<file path="config.mk">
export PLATFORM = sky130hd
export DESIGN_NAME = counter_bank
export DESIGN_NICKNAME = d
export VERILOG_FILES = /design/src/rtl/counter_bank_pkg.sv /design/src/rtl/counter_channel.sv /design/src/rtl/counter_bank.sv
export SDC_FILE = /design/constraint.sdc
export NUM_CORES = 1
export LEC_CHECK = 0
export BUFFER_PORTS_ARGS = -buffer_cell sky130_fd_sc_hd__buf_2
export CORE_AREA = 2 2 195 120
export CTS_CLUSTER_SIZE = 24
export DETAILED_ROUTE_END_ITERATION = 10
export DIE_AREA = 0 0 197 122
export SLEW_MARGIN = 20
export SYNTH_ARGS = -nofsm -noshare
export SYNTH_HDL_FRONTEND = slang
export SYNTH_HIERARCHICAL = 1
export SYNTH_SLANG_ARGS = --single-unit
</file>
<file path="constraint.sdc">
create_clock -name clock -period 3.5 [get_ports clock]
set_clock_uncertainty 0.15 [all_clocks]
set_input_delay 1.05 -clock clock [delete_from_list [all_inputs] [get_ports clock]]
set_output_delay 1.05 -clock clock [all_outputs]
set_load 0.01 [all_outputs]
</file>
<file path="src/rtl/counter_bank_pkg.sv">
// Shared constants for the counter bank: terminal-count modes and config register selects.
package counter_bank_pkg;

  typedef enum logic [1:0] {
    MODE_WRAP   = 2'd0,
    MODE_STOP   = 2'd1,
    MODE_FREE   = 2'd2,
    MODE_RELOAD = 2'd3
  } mode_e;

  localparam logic [1:0] REG_MAX     = 2'd0;
  localparam logic [1:0] REG_LOAD    = 2'd1;
  localparam logic [1:0] REG_CTRL    = 2'd2;
  localparam logic [1:0] REG_FLAGCLR = 2'd3;

endpackage

</file>
<file path="src/rtl/counter_channel.sv">
// One up/down counter channel with its own max, reload value, mode and sticky terminal flag.
module counter_channel
  import counter_bank_pkg::*;
#(
  parameter int WIDTH = 8
) (
  input  logic             clk_i,
  input  logic             rst_ni,
  input  logic             strobe_i,
  input  logic             enable_i,
  input  logic             load_i,
  input  logic             up_i,
  input  logic             wr_en_i,
  input  logic [1:0]       wr_reg_i,
  input  logic [WIDTH-1:0] wr_data_i,
  output logic [WIDTH-1:0] count_o,
  output logic             compare_o,
  output logic             tc_flag_o
);

  logic [WIDTH-1:0] count_q, count_d, max_q, max_d, load_q, load_d;
  mode_e            mode_q, mode_d;
  logic             flag_q, flag_d;
  logic             step, reach_term, tc_set;
  logic [WIDTH-1:0] inc_dec;

  assign compare_o  = up_i ? (count_q == max_q) : (count_q == '0);
  // Stop mode parks at terminal, so the strobe is swallowed there.
  assign step       = strobe_i & enable_i & ~((mode_q == MODE_STOP) & compare_o);
  assign inc_dec    = up_i ? (count_q + WIDTH'(1)) : (count_q - WIDTH'(1));
  assign reach_term = up_i ? (inc_dec == max_q) : (inc_dec == '0);
  // A load overrides any step, so it never raises the flag.
  assign tc_set     = ~load_i & step & (compare_o | ((mode_q == MODE_STOP) & reach_term));

  // Next count, config registers and flag; config writes see the pre-edge values.
  always_comb begin
    count_d = count_q;
    max_d   = max_q;
    load_d  = load_q;
    mode_d  = mode_q;
    flag_d  = flag_q | tc_set;
    if (load_i) begin
      count_d = load_q;
    end else if (step) begin
      if (compare_o) begin
        unique case (mode_q)
          MODE_WRAP:   count_d = up_i ? '0 : max_q;
          MODE_RELOAD: count_d = load_q;
          default:     count_d = inc_dec;
        endcase
      end else begin
        count_d = inc_dec;
      end
    end
    if (wr_en_i) begin
      unique case (wr_reg_i)
        REG_MAX:  max_d  = wr_data_i;
        REG_LOAD: load_d = wr_data_i;
        REG_CTRL: mode_d = mode_e'(wr_data_i[1:0]);
        default:  if (!tc_set) flag_d = 1'b0;
      endcase
    end
  end

  // Channel state register with synchronous reset.
  always_ff @(posedge clk_i) begin
    if (!rst_ni) begin
      count_q <= '0;
      max_q   <= '1;
      load_q  <= '0;
      mode_q  <= MODE_WRAP;
      flag_q  <= 1'b0;
    end else begin
      count_q <= count_d;
      max_q   <= max_d;
      load_q  <= load_d;
      mode_q  <= mode_d;
      flag_q  <= flag_d;
    end
  end

  assign count_o   = count_q;
  assign tc_flag_o = flag_q;

endmodule

</file>
<file path="src/rtl/counter_bank.sv">
// Multi-channel programmable counter/timer: shared tick prescaler feeding CHANNELS counters.
module counter_bank
  import counter_bank_pkg::*;
#(
  parameter int WIDTH      = 8,
  parameter int CHANNELS   = 4,
  parameter int PRESCALE_W = 8
) (
  input  logic                          clock,
  input  logic                          resetN,
  input  logic                          tick,
  input  logic [PRESCALE_W-1:0]         prescaleDiv,
  input  logic                          cfgWrEn,
  input  logic [$clog2(CHANNELS)-1:0]   cfgChan,
  input  logic [1:0]                    cfgReg,
  input  logic [WIDTH-1:0]              cfgData,
  input  logic [CHANNELS-1:0]           chanEnable,
  input  logic [CHANNELS-1:0]           chanLoad,
  input  logic [CHANNELS-1:0]           upNotDown,
  output logic [CHANNELS*WIDTH-1:0]     countValue,
  output logic [CHANNELS-1:0]           compareOut,
  output logic [CHANNELS-1:0]           tcFlag
);

  logic [PRESCALE_W-1:0]           pc_q, pc_d;
  logic                            strobe;
  logic [CHANNELS-1:0][WIDTH-1:0]  cnt;

  // >= rather than == so lowering the divisor below pc fires on the next tick.
  assign strobe = tick & (pc_q >= prescaleDiv);

  // Prescaler advances only on tick and restarts when it fires.
  always_comb begin
    pc_d = pc_q;
    if (tick) pc_d = strobe ? '0 : pc_q + PRESCALE_W'(1);
  end

  // Prescaler count register.
  always_ff @(posedge clock) begin
    if (!resetN) pc_q <= '0;
    else         pc_q <= pc_d;
  end

  for (genvar i = 0; i < CHANNELS; i++) begin : g_chan
    // Out-of-range cfgChan matches no channel, so the write is dropped.
    logic wr_hit;
    assign wr_hit = cfgWrEn & (32'(cfgChan) == 32'(i));

    counter_channel #(.WIDTH(WIDTH)) u_chan (
      .clk_i     (clock),
      .rst_ni    (resetN),
      .strobe_i  (strobe),
      .enable_i  (chanEnable[i]),
      .load_i    (chanLoad[i]),
      .up_i      (upNotDown[i]),
      .wr_en_i   (wr_hit),
      .wr_reg_i  (cfgReg),
      .wr_data_i (cfgData),
      .count_o   (cnt[i]),
      .compare_o (compareOut[i]),
      .tc_flag_o (tcFlag[i])
    );
  end

  assign countValue = cnt;

endmodule
</file>
### After elaboration in Yosys (flattened, before gate mapping)

Index checks and enable logic that the tools add are counted.

| word-level totals | value |
|---|---|
| flip-flop bits (word level) | 116 |
| input bits | 36 |
| output and inout bits | 40 |
| logic and storage cells | 173 |

| operators by class | value |
|---|---|
| add/sub/neg operators | 9 |
| magnitude comparators | 1 |
| equal/unequal tests | 21 |
| multiplexer cells | 45 |
| bitwise gates (word level) | 45 |
| reduce and logical (&&, ||, !) cells | 31 |

Operators by type and width:

| kind | count |
|---|---|
| two-way mux 8 bit | 21 |
| equality test 8 bit | 8 |
| zero test 8 bit | 8 |
| one-hot mux 8 bit (2 select lines) | 4 |
| adder 8 x 1 -> 8 bit (second input constant) | 5 |
| subtractor 8 x 1 -> 8 bit (second input constant) | 4 |
| AND 1 bit | 29 |
| AND reduction 2 bit | 12 |
| two-way mux 1 bit | 20 |
| equality test 2 bit (second input constant) | 7 |
| equality test 2 x 1 -> 1 bit (second input constant) | 6 |
| zero test 2 bit | 6 |
| greater-or-equal comparator 8 bit | 1 |
| inverter 1 bit | 8 |
| bitwise OR 1 bit | 8 |
| nonzero test 2 bit | 4 |
| OR reduction 3 bit | 1 |

### Logic depth before layout (Yosys ltp)

Gate-level depths: netlist of the first run.

| logic depth | value |
|---|---|
| word-level depth | 11 |
| gate-level depth with buffers | 12 |

### Cells and area by module

The synthesis of the first run kept the hierarchy.

Modules (own cells, without submodules):

| module | instances | cells an instance | area an instance (um2) |
|---|---|---|---|
| counter_channel (g_chan[2].u_chan ...) | 2 | 262 | 2073.2 |
| counter_channel (g_chan[0].u_chan ...) | 2 | 231 | 2004.4 |
| counter_bank | 1 | 72 | 616.8 |

### Worst setup path after synthesis of the first run

No wires, ideal clock.

| timing path | value |
|---|---|
| path kind | input port to flip-flop |
| start | input port upNotDown[2] |
| end | register g_chan[2].u_chan.flag_q |
| library setup time | 0.133 ns |
| arrival | 2.969 ns |
| data required time | 3.217 ns |
| path slack | 0.248 ns |
| stages | 9 |
| buffers on the path | 0 |
| cell sequence | inv_1 -> ha_1 -> a211oi_1 -> nor2_1 -> and3_1 -> or4_2 -> nand4b_1 -> a2111o_1 -> a311oi_2 |

| on the way | value |
|---|---|
| cells in the longest elaborated chain, start to end | 10 |

Ends and longest elaborated chain:

| element | line | text |
|---|---|---|
| from (decl) | counter_bank.sv:19 | `input logic [CHANNELS-1:0] upNotDown,` |
| two-way mux 8 bit or two-way mux 1 bit (tied branches) | counter_channel.sv:30, counter_channel.sv:27 |  |
| equality test 8 bit (tied with other cells) | counter_channel.sv:31 | `assign reach_term = up_i ? (inc_dec == max_q) : (inc_dec == '0);` |
| two-way mux 1 bit or inverter 1 bit (tied branches) | counter_channel.sv:31, counter_channel.sv:29 |  |
| AND 1 bit (on tied branches) | counter_channel.sv:33, counter_channel.sv:29 |  |
| bitwise OR 1 bit or AND 1 bit (tied branches) | counter_channel.sv:33 | `assign tc_set = ~load_i & step & (compare_o \| ((mode_q == MODE_STOP) & reach_term));` |
| AND 1 bit * | counter_channel.sv:33 |  |
| bitwise OR 1 bit | counter_channel.sv:41 | `flag_d = flag_q \| tc_set;` |
| two-way mux 1 bit | counter_channel.sv:60 | `default: if (!tc_set) flag_d = 1'b0;` |
| two-way mux 1 bit | counter_channel.sv:56 | `unique case (wr_reg_i)` |
| two-way mux 1 bit * | counter_channel.sv:55 | `if (wr_en_i) begin` |
| to (signal assigned) | counter_channel.sv:78 | `flag_q <= flag_d;` |
| to (decl) | counter_channel.sv:23 | `logic flag_q, flag_d;` |

Every way passes the cells marked *; elsewhere a longest branch is shown, timed or not.
A chain may end at the register's enable or synchronous reset.

### Worst setup path in the final report of the first run

| timing path | value |
|---|---|
| start | register g_chan[3].u_chan.count_q[0] |
| end | output port compareOut[3] |

| on the way | value |
|---|---|
| cells in the longest elaborated chain, start to end | 2 |

Ends and longest elaborated chain:

| element | line | text |
|---|---|---|
| from (decl) | counter_channel.sv:21 | `logic [WIDTH-1:0] count_q, count_d, max_q, max_d, load_q, load_d;` |
| from (signal assigned) | counter_channel.sv:74 | `count_q <= count_d;` |
| equality test 8 bit or zero test 8 bit (tied branches) | counter_channel.sv:27 | `assign compare_o = up_i ? (count_q == max_q) : (count_q == '0);` |
| two-way mux 1 bit * | counter_channel.sv:27 |  |
| to (decl) | counter_bank.sv:21 | `output logic [CHANNELS-1:0] compareOut,` |

Marked as above.

==> run summary, run 1 <==
===========================================================================================
Fill cell instance count of the final layout                                          2,225
Actual slew at the worst max-slew pin                                              0.873 ns
Max-capacitance violation count                                                           0
Clk buf depth                                                                             2
Number of antenna diodes                                                                  0
Minimum setup slack in the final design                                            0.110 ns
Largest area contributor in the netlist                                        sky130_fd_sc_hd__dfxtp_1
Data required time of the critical path                                             2.30 ns
Proportion of layout cells with a drive suffix above 1                                20.5%
Hold Path End                                                                  g_chan[3].u_chan/max_q[0]
Die H                                                                                122 um
HPWL reported at the end of detailed placement                                      20.8 mm
Count of nets after finishing                                                         1,260
GPL Wtd Cong                                                                          0.910
Post-Synthesis Mean Instance Area                                                  8.29 um2
Setup repair after global routing missed its margin                                      no
Clock H-tree levels                                                                       4
Seq/Total Area, Yosys                                                                 26.5%
Cell-by-cell listing of the critical path                                      xor2_1 > or4_1 > o31a_1 > inv_2 > buf_2
Std-Cell Core Area                                                               22,500 um2
Initial antenna violation count                                                           0
Number of enable flip-flop cells after synthesis                                          0
Crit path max-delay cell type                                                  sky130_fd_sc_hd__dfxtp_1
Worst path buffer plus inverter count                                                     2
Net count after synthesis                                                             1,147
Synthesized cell area                                                              8770 um2
Routed vias                                                                           8,584
Gates resized, CTS repair                                                                 0
Critical path's top delay family                                                 flip-flops
Worst setup slack after placement                                                -0.0522 ns
Horizontal die dimension                                                             197 um
Cell count after synthesis                                                            1,058
Synth cell types                                                                         83
WHS Path Cells                                                                            2
Hold Crit Class                                                                     reg2reg
Part of the cycle the worst path needs                                                96.9%
Type of the worst setup path                                                        reg2out
Worst-case vdd ir drop                                                             0.374 mV
Routed WL per cell                                                                  18.7 um
Cell Count Post-Placement                                                             1,444
FF+latch area                                                                      2320 um2
Count of clock tree sinks                                                               116
Reg-to-reg critical path endpoint                                              g_chan[3].u_chan/tc_flag_o
Worst min-delay path startpoint                                                g_chan[3].u_chan/max_q[0]
Hold Fails Final Rpt                                                                      0
Crit path largest cell delay                                                        0.55 ns
Clock slew at reported path FFs                                                     0.06 ns
Count of yosys warnings during synthesis                                                  6
Fmax                                                                                295 MHz
Total GRT Usage                                                                       22.9%
Number of post-CTS setup repair buffers                                                   0
Final wirelength                                                                    27.5 mm
Total leakage power                                                                 4.59 nW
Number of nets with antenna violations after detailed routing                             0
Number of buffers inserted by port buffering                                             75
Final setup fails                                                                         0
Top FF cell, synth                                                             sky130_fd_sc_hd__dfxtp_1
Clock period minus final worst setup slack                                          3.39 ns
Layout overhead on the synthesized area                                               19.0%
Power density relative to cell area                                              351 nW/um2
Gr ovfl total                                                                             0
Footprint of the multi-input gates                                                 6030 um2
Cell at the root of the clock tree                                             sky130_fd_sc_hd__clkbuf_16
Row cnt                                                                                  43
Quantity of hold-fixing buffers added after cts                                           0
First-pass GRT wire length                                                          43.7 mm
Max_slew headroom                                                                     41.6%
Count of final max-slew check failures                                                    0
Area of the die                                                                  24,000 um2
Inserted Clock Buffers                                                                   17
Fin Hold WS                                                                        0.383 ns
Kind of start point of the critical path                                               flop
Endpoint class of the critical path                                             output port
#FFs+latches synth                                                                      116
Number of global-route vias before repair                                             7,718
Result of the run                                                              finished, final reports clean
CTS tree                                                                              built
Starting density of the core                                                          39.0%
Pin count of the biggest net entering global routing                                     27
Top area cells in the synthesized netlist                                      sky130_fd_sc_hd__dfxtp_1, sky130_fd_sc_hd__ha_1, sky130_fd_sc_hd__mux2i_1
Worst Path Max Fanout                                                                     9
I/O pins                                                                                 76
Via density per instance                                                               5.82
Share of the synthesized area in the top cell type                                    26.5%
Final Non-Filler Cells                                                                1,474
Worst Path Arrival                                                                  2.19 ns
Fraction of registers with async set/reset                                               0%
Launch instance of the worst register-to-register path                         g_chan[3].u_chan/count_o[0]
Drt pass-1 iters                                                                          5
Worst R2R Path Depth                                                                      9
Number of design-rule violations left by the first detailed-router iteration          1,004
DRC errors left                                                                           0
Slack of the worst reg-to-reg path                                                  0.56 ns
Insertion delay to the later sink of the worst-skew pair                            0.41 ns
===========================================================================================
## cells in the mapped netlist (14+ instances only)
cell,number
sky130_fd_sc_hd__nor2_1,103
sky130_fd_sc_hd__o22ai_1,18
sky130_fd_sc_hd__nor3_1,17
sky130_fd_sc_hd__mux2i_1,57
sky130_fd_sc_hd__nor4_1,16
sky130_fd_sc_hd__inv_1,34
sky130_fd_sc_hd__nand2_1,108
sky130_fd_sc_hd__a21oi_1,34
sky130_fd_sc_hd__o21ai_0,20
sky130_fd_sc_hd__xor2_1,29
sky130_fd_sc_hd__xnor2_1,40
sky130_fd_sc_hd__nand3_1,60
sky130_fd_sc_hd__nor3b_1,14
sky130_fd_sc_hd__dfxtp_1,116
sky130_fd_sc_hd__clkbuf_1,42
sky130_fd_sc_hd__a22oi_1,38
sky130_fd_sc_hd__ha_1,49
## placed cells by master, fill, tap and decap left out, types with 5 or more instances in the layout
cell,count
sky130_fd_sc_hd__nand2_1,108
sky130_fd_sc_hd__nand2b_1,8
sky130_fd_sc_hd__dfxtp_1,116
sky130_fd_sc_hd__o22ai_1,18
sky130_fd_sc_hd__a31oi_1,8
sky130_fd_sc_hd__a22oi_1,38
sky130_fd_sc_hd__a221oi_1,6
sky130_fd_sc_hd__ha_1,49
sky130_fd_sc_hd__clkbuf_16,17
sky130_fd_sc_hd__a21oi_1,34
sky130_fd_sc_hd__nor3b_1,14
sky130_fd_sc_hd__a211oi_1,10
sky130_fd_sc_hd__a32oi_1,6
sky130_fd_sc_hd__inv_1,34
sky130_fd_sc_hd__o21ai_0,20
sky130_fd_sc_hd__nand3b_1,10
sky130_fd_sc_hd__o21bai_1,8
sky130_fd_sc_hd__buf_2,75
sky130_fd_sc_hd__nand4_1,11
sky130_fd_sc_hd__clkinv_2,5
sky130_fd_sc_hd__or2_2,6
sky130_fd_sc_hd__nand3_1,60
sky130_fd_sc_hd__nor3_1,17
sky130_fd_sc_hd__xnor2_1,40
sky130_fd_sc_hd__a222oi_1,6
sky130_fd_sc_hd__nor2b_1,12
sky130_fd_sc_hd__buf_4,79
sky130_fd_sc_hd__a22o_1,13
sky130_fd_sc_hd__nor4_1,16
sky130_fd_sc_hd__mux2i_1,57
sky130_fd_sc_hd__or3_1,6
sky130_fd_sc_hd__nor2_1,103
sky130_fd_sc_hd__o211ai_1,8
sky130_fd_sc_hd__xor2_1,29
## area by class of cell
cell class / instances / share of cell area, %
clock buffers: 20 / 4.47
well taps: 292 / 3.50
repair buffers: 154 / 9.28
flip-flops and latches: 116 / 22.2
multi-input cells: 840 / 57.7
inverters: 42 / 1.51
clock inverters: 10 / 1.26
## stage by stage
step / area, um2 / util [%] / TNS (ns) / power, mW
floorplan: 8770 / - / 0 / 1.72
global placement: 9840 / 43.8 / 0 / 1.90
detailed placement: 9840 / 43.8 / -0.0689 / 1.91
CTS: 10400 / 46.4 / 0 / 3.68
global route: 10400 / 46.4 / 0 / 3.80
finish: 10400 / 46.4 / 0 / 3.66
## sequential cells by signal (all words and copies together) (netlist names)
register                 count
g_chan.u_chan/load_q        32
g_chan.u_chan/max_q         32
g_chan.u_chan/count_o       32
pc_q                         8
g_chan.u_chan/mode_q         8
g_chan.u_chan/tc_flag_o      4
## worst max-delay path by stage
stage / slack (ns) / start / to / cells past startpoint
2_1_floorplan: 0.25 / upNotDown[2] / g_chan[2].u_chan/tc_flag_o / 9
3_3_place_gp: 0.02 / upNotDown[3] / g_chan[3].u_chan/tc_flag_o / 10
3_5_place_dp: -0.05 / upNotDown[3] / g_chan[3].u_chan/tc_flag_o / 10
4_1_cts: 0.14 / g_chan[3].u_chan/count_o[0] / compareOut[3] / 5
5_1_grt: 0.03 / g_chan[3].u_chan/count_o[0] / compareOut[3] / 5
6_report: 0.11 / g_chan[3].u_chan/count_o[0] / compareOut[3] / 5
## worst min-delay path: cells and delay by family, from the launching register on
family	cells	cell delay, ns
flops	1	0.35
simple gates	2	0.13
## report_power, final
part           total [mW]  internal, mW  switching, mW
sequential           1.37          1.34         0.0305
combinational       0.522         0.219          0.303
clock                1.77          1.16          0.607
## routing by layer
metal | track usage (%) | routed length (um) | vias up
li1 | - | - | 4123
met1 | 36.5 | 14300 | 4068
met2 | 30.8 | 10800 | 372
met3 | 5.09 | 2170 | 21
met4 | 3.99 | 185 | 0
met5 | 0 | 0 | -
## cell families (layout without fill, tap and decap cells)
logic type      Yosys count  after routing  synth area share (%)
compound gates          232            232                  20.2
flops                   116            116                  26.5
xor+xnor                 77             77                  8.66
buf+inv                 102            226                  4.81
mux                      59             59                  6.76
simple gates            419            419                  25.2
fa+ha+maj                53             53                  7.90
Note: power is estimated with default switching activity, not from simulation.
==> run 2: changes to the inputs <==
--- a/config.mk
+++ b/config.mk
@@ -5,11 +5,13 @@
 export SDC_FILE = /design/constraint.sdc
 export NUM_CORES = 1
 export LEC_CHECK = 0
+export ABC_AREA = 1
+export ABC_CLOCK_PERIOD_IN_PS = 3690
 export BUFFER_PORTS_ARGS = -buffer_cell sky130_fd_sc_hd__buf_2
-export CORE_AREA = 2 2 195 120
+export CORE_AREA = 2 2 194 120
 export CTS_CLUSTER_SIZE = 24
 export DETAILED_ROUTE_END_ITERATION = 10
-export DIE_AREA = 0 0 197 122
+export DIE_AREA = 0 0 196 122
 export SLEW_MARGIN = 20
 export SYNTH_ARGS = -nofsm -noshare
 export SYNTH_HDL_FRONTEND = slang
==> constraint.sdc (replaced) <==
create_clock -name clock -period 3.69 [get_ports clock]
set_clock_uncertainty 0.15 [all_clocks]
set_input_delay 1.107 -clock clock [delete_from_list [all_inputs] [get_ports clock]]
set_output_delay 1.107 -clock clock [all_outputs]
set_load 0.01 [all_outputs]
==> run 2 against run 1 <==
Critical path depth did not move. Clock-buffer cell count stayed put. Worst hold slack got worse by 0.059 ns. Final cell count grew 20%. Wire length down 6.8%. Flip-flop and latch count did not move. Final area decreased by 2.9%. Non-clock buffer count shrank 72. Core utilization decreased by 1.1 points.
==> run summary, run 2 <==
===========================================================================================
Result of the run                                                              finished, final reports clean
Worst Path Max Fanout                                                                     9   unchanged
Row cnt                                                                                  43   unchanged
Largest family of logic cells by synthesized area                              simple AND/OR/NAND/NOR gates
CTS tree                                                                              built
Drt pass-1 iters                                                                          5   unchanged
Switching Fraction                                                                    26.1%   +0.45 points
Final wirelength                                                                    25.6 mm   -6.8%
Via density per instance                                                               5.07   -13%
Cell at the root of the clock tree                                             sky130_fd_sc_hd__clkbuf_16
Max_slew headroom                                                                     64.0%   +22 points
Number of post-CTS setup repair buffers                                                   0   unchanged
Count of clock tree sinks                                                               116   unchanged
Post-Synthesis Mean Instance Area                                                  6.34 um2   -24%
Clock H-tree levels                                                                       4   unchanged
Minimum setup slack in the final design                                            0.323 ns   +0.214 ns
#FFs+latches synth                                                                      116   unchanged
Post-synthesis share of cell area spent on and, or, nand and nor gates                35.0%   +9.8 points
Proportion of power drawn by the clock network                                        51.8%   +3.5 points
Gr ovfl total                                                                             0   unchanged
Type of the worst setup path                                                         in2out
Top area cells in the synthesized netlist                                      sky130_fd_sc_hd__dfxtp_1, sky130_fd_sc_hd__nand2_1, sky130_fd_sc_hd__inv_1
Adder-cell share of the synthesized area                                              7.92%   +0.020 points
Total GRT Usage                                                                       21.8%   -1.2 points
Number of design-rule violations left by the first detailed-router iteration            679   -32%
Part of the cycle the worst path needs                                                91.2%
Clock period minus final worst setup slack                                          3.37 ns
Fraction of registers with async set/reset                                               0%   unchanged
HPWL reported at the end of detailed placement                                      19.8 mm   -4.6%
Number of enable flip-flop cells after synthesis                                          0   unchanged
Worst setup slack after placement                                                  0.239 ns   +0.291 ns
Inserted Clock Buffers                                                                   17   unchanged
Worst-case vdd ir drop                                                             0.309 mV   -17%
Routed vias                                                                           8,954   +4.3%
Largest area contributor in the netlist                                        sky130_fd_sc_hd__dfxtp_1
Clock slew at reported path FFs                                                     0.05 ns   about the same
Insertion delay to the later sink of the worst-skew pair                            0.41 ns   about the same
Power density relative to cell area                                              365 nW/um2   +4.2%
Top FF cell, synth                                                             sky130_fd_sc_hd__dfxtp_1
Proportion of synthesized area in mux cells                                          0.114%   -6.6 points
Area of the die                                                                  23,900 um2   -0.51%
Routed WL per cell                                                                  14.5 um   -22%
Most common library cell in the layout ignoring fill and taps                  sky130_fd_sc_hd__nand2_1
Quantity of hold-fixing buffers added after cts                                           0   unchanged
Synth cell types                                                                         34   -59%
Power dissipated by switching net loads                                              968 uW   +3.0%
Max-capacitance violation count                                                           0   unchanged
Number of buffers inserted by port buffering                                             75   unchanged
Die H                                                                                122 um   unchanged
Count of nets after finishing                                                         1,549   +23%
Fin Setup TNS                                                                          0 ns   unchanged
Hold Fails Final Rpt                                                                      0   unchanged
Gates resized, CTS repair                                                                 0   unchanged
Number of global-route vias before repair                                             8,039   +4.2%
Pin count of the biggest net entering global routing                                     37   +37%
Layout overhead on the synthesized area                                               15.9%
Fin Hold WS                                                                        0.324 ns   -0.0591 ns
Number of nets with antenna violations after detailed routing                             0   unchanged
GPL Wtd Cong                                                                          0.907   -0.37%
Net count after synthesis                                                             1,469   +28%
Kind of start point of the critical path                                       primary input
Count of final max-slew check failures                                                    0   unchanged
Power share of the combinational group                                                13.1%   -1.2 points
Starting density of the core                                                          39.1%   +0.087 points
Std-Cell Core Area                                                               22,400 um2   -0.48%
First-pass GRT wire length                                                          41.5 mm   -5.0%
Endpoint class of the critical path                                             output port
Synthesized cell area                                                              8750 um2   -0.26%
Initial antenna violation count                                                           0   unchanged
Clk buf depth                                                                             2   unchanged
Setup repair after global routing missed its margin                                      no
Share of the synthesized area in the top cell type                                    26.5%   +0.068 points
Horizontal die dimension                                                             196 um   -0.51%
Fmax                                                                                297 MHz
Proportion of layout cells with a drive suffix above 1                                12.7%   -7.8 points
Leading cell types in the layout, fill and taps excluded                       sky130_fd_sc_hd__nand2_1, sky130_fd_sc_hd__inv_1, sky130_fd_sc_hd__nor2_1, sky130_fd_sc_hd__nand3_1, sky130_fd_sc_hd__dfxtp_1
Hold Crit Class                                                                     reg2reg
Final core occ                                                                        45.3%   -1.1 points
Cell count after synthesis                                                            1,380   +30%
Cell Count Post-Placement                                                             1,733   +20%
Final setup fails                                                                         0   unchanged
Worst Path Arrival                                                                  2.11 ns   -0.08 ns
Count of yosys warnings during synthesis                                                  6   unchanged
Area share of xor/xnor cells in the synthesized design                                3.00%   -5.7 points
I/O pins                                                                                 76   unchanged
Part of the total power dissipated in sequential elements                             35.0%   -2.5 points
Seq/Total Area, Yosys                                                                 26.5%   +0.068 points
Compound-Gate Fraction of Synth Area                                                  16.5%   -3.7 points
DRC errors left                                                                           0   unchanged
Final Non-Filler Cells                                                                1,766   +20%
Internal cell power                                                                 2.74 mW   +0.62%
Most frequent cells after synthesis                                            sky130_fd_sc_hd__nand2_1, sky130_fd_sc_hd__inv_1, sky130_fd_sc_hd__nand3_1, sky130_fd_sc_hd__nor2_1, sky130_fd_sc_hd__dfxtp_1
Cell with the most instances after synthesis                                   sky130_fd_sc_hd__nand2_1
Total leakage power                                                                 4.89 nW   +6.4%
Data required time of the critical path                                             2.43 ns   +0.13 ns
Actual slew at the worst max-slew pin                                              0.535 ns   -0.338 ns
===========================================================================================
## run 2: per-layer routing
metal / GRT usage [%] / wire (um) / up-vias
met5: 0 / 0 / -
met4: 4.45 / 159 / 0
met3: 3.71 / 1380 / 10
met2: 32.3 / 10600 / 214
met1: 32.8 / 13500 / 4076
li1: - / - / 4654
## run 2: layout make-up
cell class | instances | area, um2
diodes | 1 | 2.50
repair buffers | 82 | 428
well taps | 292 | 365
clock buffers | 20 | 457
multi-input cells | 1014 | 5480
clock inverters | 12 | 226
inverters | 229 | 865
fillers | 2383 | 12200
flip-flops and latches | 116 | 2320
## run 2: logic make-up after synthesis
kind of cell,Yosys count
AOI/OAI and AO/OA,255
xor gates and xnor gates,30
adders and majority gates,53
buffers and inverters,250
DFF,116
muxes,1
and+or+nand+nor,675
## run 2: through the flow
stage,power [mW],cell area (um2)
after floorplan,1.66,8750
after global placement,1.80,9460
after detailed placement,1.80,9460
after CTS,3.73,10100
after global routing,3.86,10100
final,3.71,10100
## run 2: critical path, stage by stage
cell and delay, ns:
sky130_fd_sc_hd__buf_2 0.15, sky130_fd_sc_hd__inv_1 0.31, sky130_fd_sc_hd__nand3_1 0.18, sky130_fd_sc_hd__nand2_4 0.19, sky130_fd_sc_hd__buf_2 0.16
## run 2: power groups by stage
stage	Combinational, mW	Sequential, mW	Clock [mW]
2_1_floorplan	0.339	1.32	0
3_3_place_gp	0.474	1.32	0
3_5_place_dp	0.479	1.32	0
4_1_cts	0.482	1.30	1.95
5_1_grt	0.552	1.30	2.01
6_report	0.487	1.30	1.92
## run 2: final timing paths
path	startpoint	endpoint	slack, ns	depth (start not counted)
setup / recovery	upNotDown[1]	compareOut[1]	0.32	5
hold reg to reg	g_chan[3].u_chan/load_q[1]	g_chan[3].u_chan/load_q[1]	0.32	2
hold / removal	g_chan[3].u_chan/load_q[1]	g_chan[3].u_chan/load_q[1]	0.32	2
setup reg to reg	g_chan[3].u_chan/count_o[0]	g_chan[3].u_chan/tc_flag_o	1.10	17
